### config.mk
export PLATFORM = sky130hd
export DESIGN_NAME = ifid_stage_reg_flat
export DESIGN_NICKNAME = d
export VERILOG_FILES = /design/src/rtl/ifid_stage_reg_pkg.sv /design/src/rtl/ifid_stage_reg_if.sv /design/src/rtl/ifid_stage_reg_sat_counter.sv /design/src/rtl/ifid_stage_reg.sv /design/src/flat_wrapper.sv
export SDC_FILE = /design/constraint.sdc
export NUM_CORES = 1
export LEC_CHECK = 0
export BUFFER_PORTS_ARGS = -buffer_cell sky130_fd_sc_hd__buf_2
export CAP_MARGIN = 30
export CORE_MARGIN = 5
export CORE_UTILIZATION = 40
export CTS_CLUSTER_DIAMETER = 100
export DETAILED_ROUTE_END_ITERATION = 10
export HOLD_SLACK_MARGIN = 0.12
export SLEW_MARGIN = 10
export SYNTH_ARGS = -nofsm -noshare
export SYNTH_HDL_FRONTEND = slang
export SYNTH_HIERARCHICAL = 1
export SYNTH_SLANG_ARGS = --single-unit
export TNS_END_PERCENT = 10
### constraint.sdc
create_clock -name clk -period 4.98 [get_ports clk]
set_input_delay 0.747 -clock clk [delete_from_list [all_inputs] [get_ports clk]]
set_output_delay 0.747 -clock clk [all_outputs]
set_load 0.01 [all_outputs]
### src/rtl/ifid_stage_reg_pkg.sv
// Shared pipeline-register definitions: state encoding, default NOP and the
// {instr, addr} entry layout used by IF->ID and later stage registers.
package pipe_pkg;

  localparam int DATA_W_DEF = 32;
  localparam int ADDR_W_DEF = 32;
  localparam logic [DATA_W_DEF-1:0] NOP_INSTR_DEF = 32'h0000_0000;

  // Occupancy encoded as {skid_valid, main_valid}; 2'b10 is unreachable.
  typedef enum logic [1:0] {
    ST_EMPTY = 2'b00,
    ST_ONE   = 2'b01,
    ST_TWO   = 2'b11
  } stage_state_e;

  // Entry at default widths; the stage declares its own width-matched copy.
  typedef struct packed {
    logic [DATA_W_DEF-1:0] instr;
    logic [ADDR_W_DEF-1:0] addr;
  } pipe_entry_t;

endpackage

### src/rtl/ifid_stage_reg_if.sv
// Bundle between fetch (upstream), the stage register and decode (downstream).
// Handshake: a transfer happens on a rising clk edge where valid & ready are
// both high; the sender keeps valid/data stable until it fires (flush aside),
// and ready never depends combinationally on valid of the same side.
interface ifid_stage_reg_if #(
  parameter int DATA_W = 32,
  parameter int ADDR_W = 32,
  parameter int CNT_W  = 16
);
  logic              in_valid;
  logic              in_ready;
  logic [DATA_W-1:0] in_instr;
  logic [ADDR_W-1:0] in_addr;
  logic              flush;
  logic              hold;
  logic              out_valid;
  logic              out_ready;
  logic [DATA_W-1:0] out_instr;
  logic [ADDR_W-1:0] out_addr;
  logic [CNT_W-1:0]  stall_cnt;
  logic [1:0]        state;      // debug view of {skid_valid, main_valid}

  // Environment side: fetch, hazard unit and decoder.
  modport master (
    output in_valid, in_instr, in_addr, flush, hold, out_ready,
    input  in_ready, out_valid, out_instr, out_addr, stall_cnt, state
  );

  // Stage-register side.
  modport slave (
    input  in_valid, in_instr, in_addr, flush, hold, out_ready,
    output in_ready, out_valid, out_instr, out_addr, stall_cnt, state
  );
endinterface

### src/rtl/ifid_stage_reg_sat_counter.sv
// Saturating up-counter with asynchronous active-low clear.
module sat_counter #(
  parameter int CNT_W = 16
) (
  input  logic             clk,
  input  logic             rst_n,
  input  logic             inc_i,
  output logic [CNT_W-1:0] cnt_o
);
  logic [CNT_W-1:0] cnt_q;
  logic [CNT_W-1:0] cnt_d;

  // Advance only below the all-ones ceiling so the count never wraps.
  always_comb begin
    cnt_d = cnt_q;
    if (inc_i && (cnt_q != {CNT_W{1'b1}})) cnt_d = cnt_q + CNT_W'(1);
  end

  // Counter register.
  always_ff @(posedge clk or negedge rst_n) begin
    if (!rst_n) cnt_q <= '0;
    else        cnt_q <= cnt_d;
  end

  assign cnt_o = cnt_q;
endmodule

### src/rtl/ifid_stage_reg.sv
// IF->ID stage register: valid/ready handshake with a 2-entry skid buffer
// (main + skid) so in_ready comes straight from a flop, plus flush, hold and
// a saturating stall counter.
module ifid_stage_reg
  import pipe_pkg::*;
#(
  parameter int                DATA_W    = DATA_W_DEF,
  parameter int                ADDR_W    = ADDR_W_DEF,
  parameter logic [DATA_W-1:0] NOP_INSTR = DATA_W'(NOP_INSTR_DEF),
  parameter int                CNT_W     = 16
) (
  input  logic                 clk,
  input  logic                 regReset_n,
  ifid_stage_reg_if.slave      bus
);
  typedef struct packed {
    logic [DATA_W-1:0] instr;
    logic [ADDR_W-1:0] addr;
  } entry_t;

  stage_state_e state_q, state_d;
  entry_t       main_q, skid_q, in_entry;
  logic         main_valid, in_ready, out_valid, in_fire, out_fire;
  logic         load_main_in, load_skid, load_main_skid, stall_inc;

  assign in_entry = '{instr: bus.in_instr, addr: bus.in_addr};

  // State register.
  always_ff @(posedge clk or negedge regReset_n) begin
    if (!regReset_n) state_q <= ST_EMPTY;
    else             state_q <= state_d;
  end

  // Next-state: occupancy moves by in_fire/out_fire; flush empties the stage.
  always_comb begin
    state_d = state_q;
    unique case (state_q)
      ST_EMPTY: if (in_fire) state_d = ST_ONE;
      ST_ONE: begin
        if (in_fire && !out_fire)      state_d = ST_TWO;
        else if (!in_fire && out_fire) state_d = ST_EMPTY;
      end
      ST_TWO:   if (out_fire) state_d = ST_ONE;
      default:  state_d = ST_EMPTY;
    endcase
    if (bus.flush) state_d = ST_EMPTY;
  end

  // Outputs and datapath controls. in_ready depends only on state_q, so
  // there is no path from out_ready or hold into in_ready.
  always_comb begin
    main_valid     = (state_q == ST_ONE) || (state_q == ST_TWO);
    in_ready       = (state_q != ST_TWO);
    out_valid      = main_valid && !bus.hold;
    in_fire        = bus.in_valid && in_ready;
    out_fire       = out_valid && bus.out_ready;
    load_main_in   = !bus.flush && in_fire &&
                     ((state_q == ST_EMPTY) || ((state_q == ST_ONE) && out_fire));
    load_skid      = !bus.flush && in_fire && (state_q == ST_ONE) && !out_fire;
    load_main_skid = !bus.flush && (state_q == ST_TWO) && out_fire;
    stall_inc      = main_valid && (bus.hold || !bus.out_ready) && !bus.flush;
    bus.in_ready   = in_ready;
    bus.out_valid  = out_valid;
    bus.out_instr  = main_valid ? main_q.instr : NOP_INSTR;
    bus.out_addr   = main_valid ? main_q.addr : '0;
    bus.state      = state_q;
  end

  // Entry storage; payload flops only move on the controls above.
  always_ff @(posedge clk or negedge regReset_n) begin
    if (!regReset_n) begin
      main_q <= '0;
      skid_q <= '0;
    end else begin
      if (load_main_in)        main_q <= in_entry;
      else if (load_main_skid) main_q <= skid_q;
      if (load_skid)           skid_q <= in_entry;
    end
  end

  sat_counter #(.CNT_W(CNT_W)) u_stall_cnt (
    .clk   (clk),
    .rst_n (regReset_n),
    .inc_i (stall_inc),
    .cnt_o (bus.stall_cnt)
  );
endmodule

### src/flat_wrapper.sv
// flat-port wrapper written by rule: the top's interface ports become plain ports
module ifid_stage_reg_flat import pipe_pkg::*;
#(
  parameter int                DATA_W    = DATA_W_DEF,
  parameter int                ADDR_W    = ADDR_W_DEF,
  parameter logic [DATA_W-1:0] NOP_INSTR = DATA_W'(NOP_INSTR_DEF),
  parameter int                CNT_W     = 16
)
  (clk, regReset_n, bus_in_valid, bus_in_instr, bus_in_addr, bus_flush, bus_hold, bus_out_ready, bus_in_ready, bus_out_valid, bus_out_instr, bus_out_addr, bus_stall_cnt, bus_state);
  ifid_stage_reg_if #(.DATA_W(DATA_W), .ADDR_W(ADDR_W), .CNT_W(CNT_W)) bus_i ();
  input  logic clk;
  input  logic regReset_n;
  input wire logic [$bits(bus_i.in_valid)-1:0] bus_in_valid;
  input wire logic [$bits(bus_i.in_instr)-1:0] bus_in_instr;
  input wire logic [$bits(bus_i.in_addr)-1:0] bus_in_addr;
  input wire logic [$bits(bus_i.flush)-1:0] bus_flush;
  input wire logic [$bits(bus_i.hold)-1:0] bus_hold;
  input wire logic [$bits(bus_i.out_ready)-1:0] bus_out_ready;
  output wire logic [$bits(bus_i.in_ready)-1:0] bus_in_ready;
  output wire logic [$bits(bus_i.out_valid)-1:0] bus_out_valid;
  output wire logic [$bits(bus_i.out_instr)-1:0] bus_out_instr;
  output wire logic [$bits(bus_i.out_addr)-1:0] bus_out_addr;
  output wire logic [$bits(bus_i.stall_cnt)-1:0] bus_stall_cnt;
  output wire logic [$bits(bus_i.state)-1:0] bus_state;
  assign bus_i.in_valid = bus_in_valid;
  assign bus_i.in_instr = bus_in_instr;
  assign bus_i.in_addr = bus_in_addr;
  assign bus_i.flush = bus_flush;
  assign bus_i.hold = bus_hold;
  assign bus_i.out_ready = bus_out_ready;
  assign bus_in_ready = bus_i.in_ready;
  assign bus_out_valid = bus_i.out_valid;
  assign bus_out_instr = bus_i.out_instr;
  assign bus_out_addr = bus_i.out_addr;
  assign bus_stall_cnt = bus_i.stall_cnt;
  assign bus_state = bus_i.state;
  ifid_stage_reg #(.DATA_W(DATA_W), .ADDR_W(ADDR_W), .NOP_INSTR(NOP_INSTR), .CNT_W(CNT_W)) u_core (.clk(clk), .regReset_n(regReset_n), .bus(bus_i));
endmodule
==> run_results.csv <==
group,metric,value,unit
synthesis,synth_area,0.00686,mm²
critical_path,cp_max_fo,44,
floorplan,rows,47,
critical_path,cp-startpoint,"u_core/bus.state[0]",
final_layout,fillers,1511,
clock_tree,clk_pin_slew,0.06,ns
place,gp_congestion,0.804,
grt,grt_pass1_wl,26900,µm
floorplan,initial_core_util,41.1,%
synthesis,synth_cells,523,
power,p_int,3340,µW
clock_tree,post_cts_resized,0,
synthesis,avgSynthCellArea,13.1,µm²
critical_path,reg2reg_slack,2.24,ns
power,power_leakage,0.00457,µW
final_layout,design_area,0.00844,mm²
floorplan,core_area,0.0167,mm²
grt,grt_max_degree,86,
grt,gr-total-overflow,0,
final_layout,nets,743,
run_status,status,"completed",
sta,slew_headroom,45.6,%
sta,fmax,365,MHz
drt,drt_iter0_drc,248,
power,ir_drop,251,µV
synthesis,synth_top_area_cell,"dfrtp_1",
synthesis,ys_async_sr_fraction,100,%
grt,grt_pass1_vias,5153,
drt,dr.pass1.iters,4,
drt,drc,0,
critical_path,cp-end-kind,"register",
floorplan,dieArea,0.0199,mm²
floorplan,ioPinCount,154,
grt,grt_use_total,16.8,%
sta,period_minus_slack,2.74,ns
sta,finClkSkew,0.0121,ns
clock_tree,clockBufferDepth,2,
floorplan,die_h,141,µm
critical_path,required,5.27,ns
power,switching_share,29.9,%
critical_path,r2r_start,"u_core/bus.state[0]",
clock_tree,cts_buffers,17,
power,power_frac_seq,42.7,%
clock_tree,cts_tree,"yes",
power,finalPower,4760,µW
critical_path,r2r_end,"u_core/skid_q[11]",
place,hpwl,10500,µm
sta,rsz0062_at_grt,"false",
synthesis,synthTopCellsByArea,"dfrtp_1, mux2_4, a22o_1",
clock_tree,clkSinkCount,146,
power,power_density,565,mW/mm²
sta,finalHoldViolations,0,
synthesis,synth_edf_count,0,
sta,worst_pin_slew,0.816,ns
critical_path,reg2regPathDepth,5,
place,placed_area,0.00782,mm²
final_layout,area_delta_synth_final,22.9,%
drt,drtAntennaViolNets,0,
drt,routed_via_density,5.37,
sta,setup_tns,0,ns
synthesis,yosysWarnings,6,
place,portBuffers,153,
drt,routed_wirelength,16400,µm
clock_tree,h-tree-depth,4,
power,comb_power_share,30.7,%
synthesis,synth.top_cell.area_share,53.2,%
synthesis,ys_seq_area_share,53.2,%
synthesis,ys_ff_latch,146,
power,clkPwrFrac,26.6,%
final_layout,drive_above_1_share,39.6,%
drt,routedWlPerCell,18.2,µm
drt,vias,4848,
critical_path,start_kind,"register",
sta,setup-violations-final,0,
sta,fin_crit_sh,55.0,%
synthesis,synthFlopType,"dfrtp_1",
job,max_cap_viol_count,0,
clock_tree,cts.hold.buffers_added,0,
critical_path,worstPathArrival,3.03,ns
clock_tree,post-cts-setup-buffers,0,
grt,antenna_found_initial,0,
critical_path,cp-endpoint,"u_core/skid_q[11]",
synthesis,synth.distinct_cells,47,
floorplan,die_x,141,µm
worst_hold_path,hp-class,"primary input to asynchronous set/reset pin",
critical_path,critPathKind,"register to register",
clock_tree,cts_root_buf,"clkbuf_16",
clock_tree,worstSkewPairLatency,0.41,ns
power,p_sw,1420,µW
synthesis,syn_nets,598,
sta,finalMaxSlewViolations,0,
## metal layers
metal	vias to the layer above	track usage [%]	part of all wire (%)
met5	-	0	0
met4	0	5.46	1.2
met3	15	4.06	4.8
met2	127	26.4	47
met1	2498	23.1	47
li1	2208	-	-
## layout by cell type (no fill, tap or decap), drive strengths merged, types with 3 or more instances in the layout
master,instances
buf,160
dfrtp,146
mux2,66
a22o,64
a21o,64
and2,59
clkbuf,24
nand4,10
nor2,9
nand3,9
nor2b,6
ha,5
xnor2,5
inv,4
a21oi,4
clkinv,4
nand2,3
o21a,3
and3,3
## kinds of logic (layout without fill, tap and decap cells)
group                      Yosys count  in the layout  synth area share, %
muxes                               67             67                 13.8
AOI/OAI and AO/OA                  147            147                 17.3
and+or+nand+nor                    113            113                 11.0
buffers and inverters               38            196                 2.90
xor gates and xnor gates             7              7                0.893
adders and majority gates            5              5                0.911
DFF                                146            146                 53.2
other                                0              2                    0
## worst max-delay path, cell delays in order, from the launching register on
cell and delay (ns):
dfrtp_2 0.48, ha_1 0.25, nand2b_1 0.22, or4b_4 0.88, buf_4 0.41, mux2_4 0.35
## stage by stage
step	worst slack [ns]	std cells	utilization [%]	hold WS, ns
2_1_floorplan	2.71	523	-	0.441
3_3_place_gp	1.74	867	46.7	0.450
3_5_place_dp	1.67	868	46.8	0.457
4_1_cts	1.66	900	50.4	0.206
5_1_grt	2.03	901	50.5	0.225
6_report	2.24	903	50.5	0.219
## registers in the layout, summed over array words and instances, names as in the netlist
signal	count
u_core/main_q	64
u_core/skid_q	64
u_core/u_stall_cnt/cnt_o	16
u_core/bus.state	2
## area by class of cell
class                   instances  area, µm²  share of cell area [%]
diodes                          2       5.00                  0.0593
flip-flops and latches        146       3650                    43.3
multi-input cells             339       3040                    36.0
well taps                     220        275                    3.26
clock buffers                  24        492                    5.83
repair buffers                160        857                    10.2
inverters                       4       15.0                   0.178
clock inverters                 8        103                    1.22
## power by group through the flow
stage               clock, µW  sequential, µW  combinational [µW]
floorplan                   0            1960                1050
global placement            0            2070                1360
detailed placement          0            2100                1410
CTS                      1310            2080                1410
global route             1360            2100                1600
finish                   1270            2030                1460
## synth_stat cells (2+ instances only)
library cell  instances
nor2_1                9
a21o_1               64
buf_1                 6
nand2_1               3
nand3_4               2
ha_1                  5
nor3_1                2
a41oi_1               2
a31oi_1               2
mux2_4               52
nand3_1               5
buf_6                 6
inv_1                 4
mux2_2               14
nor2b_1               6
and2_1               59
nor3b_1               2
nand3_2               2
o21a_1                3
and4_1                2
nand4_1               9
a22o_1               64
dfrtp_1             146
clkbuf_1             13
a21oi_1               4
xnor2_1               5
buf_2                 9
and3_1                2
xor2_1                2
nand2b_1              2
## worst min-delay path by stage
| stage | startpoint | to | slack [ns] |
|---|---|---|---|
| after floorplan | u_core/main_q[28] | u_core/main_q[28] | 0.44 |
| after global placement | u_core/main_q[41] | u_core/main_q[41] | 0.45 |
| after detailed placement | u_core/main_q[37] | u_core/main_q[37] | 0.46 |
| after CTS | regReset_n | u_core/main_q[42] | 0.21 |
| after global routing | regReset_n | u_core/main_q[42] | 0.23 |
| final | regReset_n | u_core/main_q[42] | 0.22 |
Power figures use the tool's default switching activity.
